`config.mk`:
```
export PLATFORM = sky130hd
export DESIGN_NAME = fetch_unit_flat
export DESIGN_NICKNAME = d
export VERILOG_FILES = /design/src/rtl/fetch_unit_if.sv /design/src/rtl/fetch_unit.sv /design/src/flat_wrapper.sv
export SDC_FILE = /design/constraint.sdc
export NUM_CORES = 1
export LEC_CHECK = 0
export BUFFER_PORTS_ARGS = -buffer_cell sky130_fd_sc_hd__buf_2
export CAP_MARGIN = 20
export CORE_MARGIN = 3
export CORE_UTILIZATION = 50
export CTS_BUF_LIST = sky130_fd_sc_hd__clkbuf_4 sky130_fd_sc_hd__clkbuf_8 sky130_fd_sc_hd__clkbuf_16
export CTS_CLUSTER_SIZE = 24
export DETAILED_ROUTE_END_ITERATION = 8
export GPL_TIMING_DRIVEN = 0
export HOLD_SLACK_MARGIN = 0.08
export PLACE_DENSITY = 0.76
export SYNTH_ARGS = -nofsm -noshare
export SYNTH_HDL_FRONTEND = slang
export SYNTH_SLANG_ARGS = --single-unit
```
`constraint.sdc`:
```
create_clock -name clk -period 2.63 [get_ports clk]
set_input_delay 0.526 -clock clk [delete_from_list [all_inputs] [get_ports clk]]
set_output_delay 0.526 -clock clk [all_outputs]
set_load 0.05 [all_outputs]
```
`src/rtl/fetch_unit_if.sv`:
```
// Instruction-memory bus between the fetch unit and the memory.
// Only one request is ever outstanding, and req/addr stay stable until rvalid.
interface fetch_unit_if #(
    parameter int XLEN = 32
);
    logic            imem_req;
    logic [XLEN-1:0] imem_addr;
    logic            imem_rvalid;
    logic [31:0]     imem_rdata;

    modport master (
        output imem_req,
        output imem_addr,
        input  imem_rvalid,
        input  imem_rdata
    );

    modport slave (
        input  imem_req,
        input  imem_addr,
        output imem_rvalid,
        output imem_rdata
    );
endinterface

```
`src/rtl/fetch_unit.sv`:
```
// Instruction fetch stage: one outstanding imem request, a one-entry skid
// buffer behind the IF/ID output register, and branch redirect/flush.
//
// state   | meaning
// --------+------------------------------------------------------------
// S_RST   | leaving reset, no request issued yet
// S_FETCH | request to fetch_pc outstanding
// S_HALT  | output and skid both full, no request
// S_DROP  | stale request outstanding, its response is discarded
module fetch_unit #(
    parameter int              XLEN     = 32,
    parameter logic [XLEN-1:0] RESET_PC = 32'h0000_0000
) (
    input  logic              clk,
    input  logic              rst,
    input  logic              branch_taken,
    input  logic [XLEN-1:0]   branch_target,
    input  logic              id_stall,
    fetch_unit_if.master      imem,
    output logic              if_valid,
    output logic [XLEN-1:0]   if_pc,
    output logic [31:0]       if_instr
);
    typedef enum logic [1:0] {
        S_RST   = 2'd0,
        S_FETCH = 2'd1,
        S_HALT  = 2'd2,
        S_DROP  = 2'd3
    } state_t;

    state_t            r_state, w_state;
    logic [XLEN-1:0]   r_fetch_pc, w_fetch_pc;
    logic [XLEN-1:0]   r_redirect_pc, w_redirect_pc;
    logic              r_if_valid, w_if_valid;
    logic [XLEN-1:0]   r_if_pc, w_if_pc;
    logic [31:0]       r_if_instr, w_if_instr;
    logic              r_skid_valid, w_skid_valid;
    logic [XLEN-1:0]   r_skid_pc, w_skid_pc;
    logic [31:0]       r_skid_instr, w_skid_instr;

    logic              w_consume;
    logic [XLEN-1:0]   w_target;

    assign w_consume = r_if_valid & ~id_stall;
    assign w_target  = branch_target & ~XLEN'(3);

    always_comb begin
        w_state       = r_state;
        w_fetch_pc    = r_fetch_pc;
        w_redirect_pc = r_redirect_pc;
        w_if_valid    = r_if_valid & ~w_consume;
        w_if_pc       = r_if_pc;
        w_if_instr    = r_if_instr;
        w_skid_valid  = r_skid_valid;
        w_skid_pc     = r_skid_pc;
        w_skid_instr  = r_skid_instr;

        // A redirect flushes everything already fetched, stalled or not.
        if (branch_taken) begin
            w_if_valid   = 1'b0;
            w_skid_valid = 1'b0;
        end

        case (r_state)
            S_RST: begin
                w_state = S_FETCH;
                if (branch_taken) w_fetch_pc = w_target;
            end
            S_FETCH: begin
                if (branch_taken) begin
                    if (imem.imem_rvalid) begin
                        w_fetch_pc = w_target;
                    end else begin
                        w_redirect_pc = w_target;
                        w_state       = S_DROP;
                    end
                end else if (imem.imem_rvalid) begin
                    w_fetch_pc = r_fetch_pc + XLEN'(4);
                    if (!r_if_valid || w_consume) begin
                        w_if_valid = 1'b1;
                        w_if_pc    = r_fetch_pc;
                        w_if_instr = imem.imem_rdata;
                    end else begin
                        w_skid_valid = 1'b1;
                        w_skid_pc    = r_fetch_pc;
                        w_skid_instr = imem.imem_rdata;
                        w_state      = S_HALT;
                    end
                end
            end
            S_HALT: begin
                if (branch_taken) begin
                    w_fetch_pc = w_target;
                    w_state    = S_FETCH;
                end else if (!id_stall) begin
                    w_if_valid   = 1'b1;
                    w_if_pc      = r_skid_pc;
                    w_if_instr   = r_skid_instr;
                    w_skid_valid = 1'b0;
                    w_state      = S_FETCH;
                end
            end
            S_DROP: begin
                if (branch_taken) w_redirect_pc = w_target;
                if (imem.imem_rvalid) begin
                    w_fetch_pc = branch_taken ? w_target : r_redirect_pc;
                    w_state    = S_FETCH;
                end
            end
            default: w_state = S_RST;
        endcase
    end

    always_ff @(posedge clk) begin
        if (rst) begin
            r_state       <= S_RST;
            r_fetch_pc    <= RESET_PC;
            r_redirect_pc <= '0;
            r_if_valid    <= 1'b0;
            r_if_pc       <= '0;
            r_if_instr    <= '0;
            r_skid_valid  <= 1'b0;
            r_skid_pc     <= '0;
            r_skid_instr  <= '0;
        end else begin
            r_state       <= w_state;
            r_fetch_pc    <= w_fetch_pc;
            r_redirect_pc <= w_redirect_pc;
            r_if_valid    <= w_if_valid;
            r_if_pc       <= w_if_pc;
            r_if_instr    <= w_if_instr;
            r_skid_valid  <= w_skid_valid;
            r_skid_pc     <= w_skid_pc;
            r_skid_instr  <= w_skid_instr;
        end
    end

    // DROP keeps the stale request on the bus until its response returns.
    assign imem.imem_req  = (r_state == S_FETCH) || (r_state == S_DROP);
    assign imem.imem_addr = r_fetch_pc;

    assign if_valid = r_if_valid;
    assign if_pc    = r_if_pc;
    assign if_instr = r_if_instr;
endmodule

```
`src/flat_wrapper.sv`:
```
// flat-port wrapper written by rule: the top's interface ports become plain ports
module fetch_unit_flat 
#(
    parameter int              XLEN     = 32,
    parameter logic [XLEN-1:0] RESET_PC = 32'h0000_0000
)
  (clk, rst, branch_taken, branch_target, id_stall, if_valid, if_pc, if_instr, imem_imem_req, imem_imem_addr, imem_imem_rvalid, imem_imem_rdata);
  fetch_unit_if #(.XLEN(XLEN)) imem_i ();
  input  logic clk;
  input  logic rst;
  input  logic branch_taken;
  input  logic [XLEN-1:0] branch_target;
  input  logic id_stall;
  output logic if_valid;
  output logic [XLEN-1:0] if_pc;
  output logic [31:0] if_instr;
  output wire logic [$bits(imem_i.imem_req)-1:0] imem_imem_req;
  output wire logic [$bits(imem_i.imem_addr)-1:0] imem_imem_addr;
  input wire logic [$bits(imem_i.imem_rvalid)-1:0] imem_imem_rvalid;
  input wire logic [$bits(imem_i.imem_rdata)-1:0] imem_imem_rdata;
  assign imem_imem_req = imem_i.imem_req;
  assign imem_imem_addr = imem_i.imem_addr;
  assign imem_i.imem_rvalid = imem_imem_rvalid;
  assign imem_i.imem_rdata = imem_imem_rdata;
  fetch_unit #(.XLEN(XLEN), .RESET_PC(RESET_PC)) u_core (.clk(clk), .rst(rst), .branch_taken(branch_taken), .branch_target(branch_target), .id_stall(id_stall), .imem(imem_i), .if_valid(if_valid), .if_pc(if_pc), .if_instr(if_instr));
endmodule
```
# Yosys cells after proc, flatten, opt, wreduce, memory -nomap -nowiden
# Index checks and enable logic that the tools add are counted.
dict set report totals {
  ff_bits 195
  input_bits 69
  out_inout_bits 98
  elab_cells 80
}
dict set report classes {
  add_sub_neg 1
  eq_ne 16
  muxes 37
  bitwise_logic 6
  n_reduce_logical 12
}
# operator n
set ops {}
lappend ops {{2-to-1 mux 32 bit} 18}
lappend ops {{one-hot mux 32 bit (2 select lines)} 3}
lappend ops {{one-hot mux 32 bit (3 select lines)} 1}
lappend ops {{adder 32 x 3 -> 32 bit (second input constant)} 1}
lappend ops {{2-to-1 mux 2 bit} 7}
lappend ops {{!= test 2 bit (second input constant)} 7}
lappend ops {{!= test 3 bit (second input constant)} 4}
lappend ops {{one-hot mux 2 bit (4 select lines)} 1}
lappend ops {{2-to-1 mux 1 bit} 6}
lappend ops {{AND reduction 3 bit} 2}
lappend ops {{AND reduction 6 bit} 1}
lappend ops {{AND reduction 5 bit} 1}
lappend ops {{equality test 2 bit (second input constant)} 2}
lappend ops {{!= test 2 x 1 -> 1 bit (second input constant)} 2}
lappend ops {{NOT 1 bit} 4}
lappend ops {{AND reduction 4 bit} 1}
lappend ops {{nonzero test 2 bit} 2}
lappend ops {{AND 1 bit} 2}
lappend ops {{equality test 2 x 1 -> 1 bit (second input constant)} 1}
lappend ops {{logical NOT 2 bit} 1}
lappend ops {{logical OR 1 bit} 2}
lappend ops {{one-hot mux 1 bit (2 select lines)} 1}
lappend ops {{OR reduction 2 bit} 1}
lappend ops {{logical NOT 1 bit} 1}

# Depth between registers and ports, before layout
# Gate-level depths: netlist (run 1).
dict set report depth {
  ltp_word 9
  depth_mapped 11
  depth_no_buf 7
}

# Worst setup path after synthesis (run 1)
# No wires, ideal clock.
dict set report synth_path {
  path_type {register to register}
  start {reg u_core.r_fetch_pc[2] (netlist: u_core.imem.imem_addr[2])}
  end {reg u_core.r_fetch_pc[20] (netlist: u_core.imem.imem_addr[20])}
  setup_time_ns 0.134
  t_arrival_ns 2.481
  required_time_ns 2.496
  slack_ns 0.015
  path_stages_with_launch 7
  path_buffers 0
  period_less_slack_ns 2.615
  cell_sequence {dfxtp_1 -> ha_1 -> nand3_2 -> or3_1 -> or3b_2 -> o311ai_0 -> o22ai_1}
}
dict set report synth_between {
  elab_chain_cells 4
}
# element line_no
set synth_rtl {}
lappend synth_rtl {{from (decl)} fetch_unit.sv:32} ;# logic [XLEN-1:0] r_fetch_pc, w_fetch_pc;
lappend synth_rtl {{from (signal assigned)} fetch_unit.sv:127} ;# r_fetch_pc <= w_fetch_pc;
lappend synth_rtl {{adder 32 x 3 -> 32 bit} fetch_unit.sv:78} ;# w_fetch_pc = r_fetch_pc + XLEN'(4);
lappend synth_rtl {{2-to-1 mux 32 bit} fetch_unit.sv:77} ;# end else if (imem.imem_rvalid) begin
lappend synth_rtl {{2-to-1 mux 32 bit} fetch_unit.sv:70} ;# if (branch_taken) begin
lappend synth_rtl {{one-hot mux 32 bit (3 select lines)} fetch_unit.sv:64} ;# case (r_state)
# No other way between the ends. The select of a mux whose other input is x is not followed.
# A chain may end at the register's enable or synchronous reset.

# Final worst setup path (run 1)
dict set report layout_path {
  start {reg u_core.r_state[0]}
  end {reg u_core.r_fetch_pc[29] (netlist: u_core.imem.imem_addr[29])}
}
dict set report layout_between {
  elab_chain_cells 4
  elab_cells_between_ends 10
  classes_between {6 x eq/ne; 1 x mux; 3 x reduce/logical}
}
# element line_no
set layout_rtl {}
lappend layout_rtl {{from (decl)} fetch_unit.sv:31} ;# state_t r_state, w_state;
lappend layout_rtl {{from (signal assigned)} fetch_unit.sv:126} ;# r_state <= w_state;
lappend layout_rtl {{equality test 2 bit / logical NOT 2 bit (equally long branches)} -}
lappend layout_rtl {{OR reduction 2 bit (no source line)} -}
lappend layout_rtl {{!= test 2 x 1 -> 1 bit (no source line)} -}
lappend layout_rtl {{AND reduction 3 bit (no source line)} -}
# Several ways; a longest one is shown, not always the timed one.

==> metrics.txt, run 1 <==
outcome=complete, no violations; clock sinks=195; Overflow after GRT=0; Tot Pwr=8060 uW; max-slew violations=0; reg-to-reg startpoint=u_core.r_state[0]; CORE AREA=16800 um^2; commonest cells after routing, fill and taps aside=230 x nand2_1, 191 x dfxtp_1, 168 x buf_2; I/O Pins=between 150 and 200; number of synthesized flops with an enable pin=0; ANT cells=0; DPL Wire Length=roughly 19 mm; largest family of logic cells by synthesized area=compound AO/OA/AOI/OAI gates; Vias per Instance=slightly below 6; Synth area leader=dfxtp_1; vias in the first global route=7885; Compound-Gate Fraction of Synth Area=0.225; synthesized flop and latch total=195; post-synthesis sequential area ratio=0.446; commonest non-fill, non-tap cell in the layout=nand2_1; PwrDens=768 nW/um^2; yosys warns=0; gpl congestion=0.972; Period Utilization, post-route=0.975; DRT antenna net count=0; initial antenna violation count=0; Startpoint Class=flop; slew at the pin with the worst max-slew slack=0.795 ns; share of cells above drive strength 1=0.189; Final Skew=about 0.010 ns; syn_nets=between 1000 and 1500; Post-Synth Adder-Cell Area=0.00716; class of the tightest hold or removal check=primary input to flop; DP Worst Slack=-0.881 ns; TritonCTS clock tree=done; Fin Setup TNS=0 ns; routed wire length=26.1 mm; crit path kind=flop to flop; Post-Syn Instances=1081; top_reg_cell synth=dfxtp_1; setup ws final=0.0645 ns; CTS buffer count=17; # DRC=0; Via Count=8624; Layout area overhead=20.0%; Crit Path Max Fanout=11; 1st-iter DRT viols=711; mux cell area share after synthesis=0.0837; P_leak=0.00380 uW; Vert. Die Dim=138 um; Worst-Skew Late Latency=approximately 0.44 ns; nets@finish=1334; Worst Setup End Kind=flop; Synth top area share=0.446; Row Count=between 40 and 50; DRT Pass-1 Iters=5; worst vdd ir=611 uV; hold_ws=0.331 ns; Routed wire per std cell=around 17 um; relative slew slack=0.470; CP Data Arrival Time=2.86 ns; root buf cell=clkbuf_16; Simple-Gate Fraction of Synth Area=0.189; final hold vios=0; Async SR Flop Fraction=0; unrepaired setup endpoints after global routing=false; IO buf count=163; syn_area_per_cell=8.09 um^2; post-layout min period=2.57 ns; H-tree levels=4; post-synth cell types=55; Total GRT Usage=0.263; Min-Delay Startpoint=imem_imem_rdata[23]; Post-Synth XOR/XNOR Area=0.00100; Area contributors post-synth=dfxtp_1 45%, nand2_1 9.9%, mux2i_1 8.2%; Initial Util=0.520; Max Buffers Root-to-Sink=2; Reg clk slew, reported paths=0.08 ns; FMAX=390 MHz; final setup vio count=0; largest net degree at the start of global routing=21; max cap viols=0; Die ar.=19100 um^2; die width=~140 um; Synth Cell Area=8740 um^2; first-pass GRT wire length=41.3 mm; Worst Path Required=between 2 and 3 ns; Worst Setup SP=u_core.r_state[0]
sequential cells by signal, summed over array words and instances, names as in the netlist:
register and count:
u_core.if_instr 32, u_core.if_pc 32, u_core.if_valid 1, u_core.imem.imem_addr 32, u_core.r_redirect_pc 32, u_core.r_skid_instr 32, u_core.r_skid_pc 32, u_core.r_state 2
report_power, final:
group          switching (uW)  total (uW)  internal (uW)
combinational            1440        2030            582
clock                    1300        2670           1370
sequential                211        3360           3150
routing by layer:
metal	vias to the layer above	GRT usage	routed length [um]
met4	0	0.121	1030
li1	4190	-	-
met5	-	0	0
met3	65	0.0501	1810
met2	375	0.406	11800
met1	3994	0.360	11400
cell usage after synthesis, types with 5 or more instances:
cell type  number
ha_1            5
a22oi_1        25
mux2i_1        72
clkbuf_1       87
nand2_1       230
dfxtp_1       195
nand3_1         9
o21ai_0        30
o32ai_1         9
nand2b_1        5
a21oi_1       119
inv_1          13
o22ai_1         9
nor4_1         10
nor3_1         11
o211ai_1       11
or3_1           5
nor2_1         90
a211oi_1       70
buf_1           7
final timing paths:
check | cells past startpoint | slack, ns | to
hold / removal | 3 | 0.33 | u_core.r_skid_instr[23]
hold reg to reg | 2 | 0.45 | u_core.r_skid_pc[3]
setup reg to reg | 9 | 0.06 | u_core.imem.imem_addr[29]
setup / recovery | 9 | 0.06 | u_core.imem.imem_addr[29]
metrics by stage:
step           utilization  instance area [um^2]  instances
4_1_cts              0.623                 10500       1494
2_1_floorplan            -                  8740       1081
3_3_place_gp         0.585                  9830       1464
5_1_grt              0.624                 10500       1493
6_report             0.624                 10500       1493
3_5_place_dp         0.585                  9830       1464
worst max-delay path: stages, from the launching register on:
cell and delay [ns]:
dfxtp_2 0.37, inv_2 0.17, clkbuf_4 0.25, ha_2 0.30, o21bai_1 0.10, nand2_1 0.28, clkbuf_1 0.53, nor2_1 0.08
mux2i_1 0.21, o22ai_1 0.12
cell families after synthesis:
kind of cell               after synthesis
buffers and inverters                  110
adders and majority gates                5
and+or+nand+nor                        390
AOI/OAI and AO/OA                      307
muxes                                   73
DFF                                    195
xor gates and xnor gates                 1
cell type report:
cell class	count	area, um^2
fillers	1552	6320
clock inverters	15	189
inverters	14	52.6
plain buffers	93	393
multi-input cells	776	4430
flip-flops and latches	195	3910
clock buffers	17	425
repair buffers	163	816
well taps	220	275
timing repair:
item	CTS	global route
pin swaps	0	0
hold buffers	0	0
buffers inserted	0	0
endpoints found under the setup margin	149	77
resized for setup	27	18
No activity file was read; power rests on OpenSTA's default activity.
==> run 2, diff against run 1 <==
--- a/config.mk
+++ b/config.mk
@@ -15,6 +15,7 @@
 export GPL_TIMING_DRIVEN = 0
 export HOLD_SLACK_MARGIN = 0.08
 export PLACE_DENSITY = 0.76
+export RECOVER_POWER = 25
 export SYNTH_ARGS = -nofsm -noshare
 export SYNTH_HDL_FRONTEND = slang
 export SYNTH_SLANG_ARGS = --single-unit
==> run 2 against run 1 <==
Against the previous run:
- combinational power fell by 2%
- setup slack improved by 0.0067 ns
- final cell count did not move
- clock skew barely moved
- sequential power barely moved
- flip-flop and latch count did not move
- routed wire length rose by 0.13%
- via count fell by 0.77%
- clock power barely moved
- first-iteration DRC count rose by 9.8%
- sequential share of layout area rose by 0.32 points
==> metrics.txt, run 2 (synthesis results as in run 1) <==
outcome=complete, no violations; ANT cells=0 (unchanged); post-layout min period=2.56 ns (-0.00672 ns); PwrDens=772 nW/um^2 (+0.51%); Initial Util=0.520 (unchanged); H-tree levels=4 (unchanged); initial antenna violation count=0 (unchanged); Vert. Die Dim=138 um (unchanged); vias in the first global route=7885 (unchanged); Worst-Skew Late Latency=0.44 ns (about the same); clock sinks=195 (unchanged); DP Worst Slack=-0.881 ns (unchanged); Max Buffers Root-to-Sink=2 (unchanged); root buf cell=clkbuf_16; 1st-iter DRT viols=781 (+9.8%); Die ar.=19100 um^2 (unchanged); final setup vio count=0 (unchanged); Worst Setup End Kind=primary output; max cap viols=0 (unchanged); CP Data Arrival Time=2.03 ns (-0.83 ns); Crit Path Max Fanout=10 (-1); filler cell count=1595 (+2.8%); TritonCTS clock tree=done; Vias per Instance=5.73 (-0.77%); largest net degree at the start of global routing=21 (unchanged); share of cells above drive strength 1=0.133 (-0.0566); commonest non-fill, non-tap cell in the layout=nand2_1; relative slew slack=0.467 (-0.00330); setup ws final=0.0713 ns (+0.00672 ns); P_leak=0.00350 uW (-7.9%); FMAX=391 MHz (+0.26%); crit path kind=flop to primary output; Row Count=47 (unchanged); gpl congestion=0.972 (unchanged); Post-Layout Cell Count=1493 (unchanged); Reg clk slew, reported paths=0.08 ns (about the same); Worst Path Required=2.10 ns (-0.82 ns); Period Utilization, post-route=0.973 (-0.00256); first-pass GRT wire length=41.3 mm (unchanged); nets@finish=1334 (unchanged); slew at the pin with the worst max-slew slack=0.800 ns (+0.00495 ns); max-slew violations=0 (unchanged); Startpoint Class=flop; Final Skew=0.0102 ns (-0.000110 ns); Layout area overhead=19.0%; DRT Pass-1 Iters=5 (unchanged); postcts setup bufs=0 (unchanged); Total GRT Usage=0.263 (unchanged); I/O Pins=167 (unchanged); unrepaired setup endpoints after global routing=false; worst vdd ir=607 uV (-0.59%); DRT antenna net count=0 (unchanged); # DRC=0 (unchanged); final hold vios=0 (unchanged); commonest cells after routing, fill and taps aside=230 x nand2_1, 191 x dfxtp_1, 136 x clkbuf_1; class of the tightest hold or removal check=primary input to flop; DPL Wire Length=19.0 mm (unchanged); CTS buffer count=17 (unchanged); IO buf count=163 (unchanged); Overflow after GRT=0 (unchanged); routed wire length=26.1 mm (+0.13%); Via Count=8558 (-0.77%); die width=138 um (unchanged); CORE AREA=16800 um^2 (unchanged); placed cells=1464 (unchanged); Routed wire per std cell=17.5 um (+0.13%)
## run 2: cell types whose count changed in the layout (fill, tap and decap cells not counted), sizes merged
| cell | before | now |
|---|---|---|
| buf | 170 | 98 |
| clkbuf | 103 | 175 |
## run 2: critical path: stages (launching register included)
cell	delay, ns
dfxtp_2	0.42
ha_2	0.29
clkbuf_4	0.24
buf_2	0.23
or2_2	0.15
buf_2	0.26
## run 2: layout make-up
class / count / area, um^2 / area share
multi-input cells: 776 / 4430 / 0.426
flip-flops and latches: 195 / 3910 / 0.376
repair buffers: 163 / 726 / 0.0698
clock buffers: 17 / 425 / 0.0409
plain buffers: 93 / 393 / 0.0378
well taps: 220 / 275 / 0.0265
clock inverters: 15 / 189 / 0.0182
inverters: 14 / 52.6 / 0.00505
## run 2: metrics by stage
stage	cell area, um^2	setup TNS [ns]	utilization	hold WS (ns)	power (uW)
floorplan	8740	0	-	0.432	4810
global placement	9830	-47.59	0.585	0.441	5370
detailed placement	9830	-51.01	0.585	0.446	5410
CTS	10500	0	0.623	0.316	8050
global route	10400	0	0.619	0.315	8360
finish	10400	0	0.619	0.331	8040
## run 2: final timing paths
kind | slack (ns) | startpoint | cells after the start | endpoint
worst min-delay path | 0.33 | imem_imem_rdata[23] | 3 | u_core.r_skid_instr[23]
worst min register to register | 0.45 | u_core.r_skid_pc[3] | 2 | u_core.r_skid_pc[3]
worst max-delay path | 0.07 | u_core.r_state[0] | 5 | imem_imem_req
worst max register to register | 0.09 | u_core.r_state[0] | 9 | u_core.imem.imem_addr[29]
## run 2: routing by layer
| layer | vias up | wire [um] | GRT usage |
|---|---|---|---|
| met4 | 0 | 1040 | 0.121 |
| met2 | 378 | 11800 | 0.406 |
| met1 | 3928 | 11300 | 0.360 |
| li1 | 4185 | - | - |
| met3 | 67 | 1970 | 0.0501 |
| met5 | - | 0 | 0 |
## run 2: what timing repair did
item,4_1_cts,5_1_grt
hold buffers,0,0
gates resized for setup,27,18
endpoints found under the setup margin,149,77
pin swaps,0,0
## run 2: power by group
part	switching (uW)	leakage (uW)	internal (uW)
clock network	1300	0.000296	1380
registers	215	0.00159	3150
logic	1440	0.00162	554
total	2950	0.00350	5080
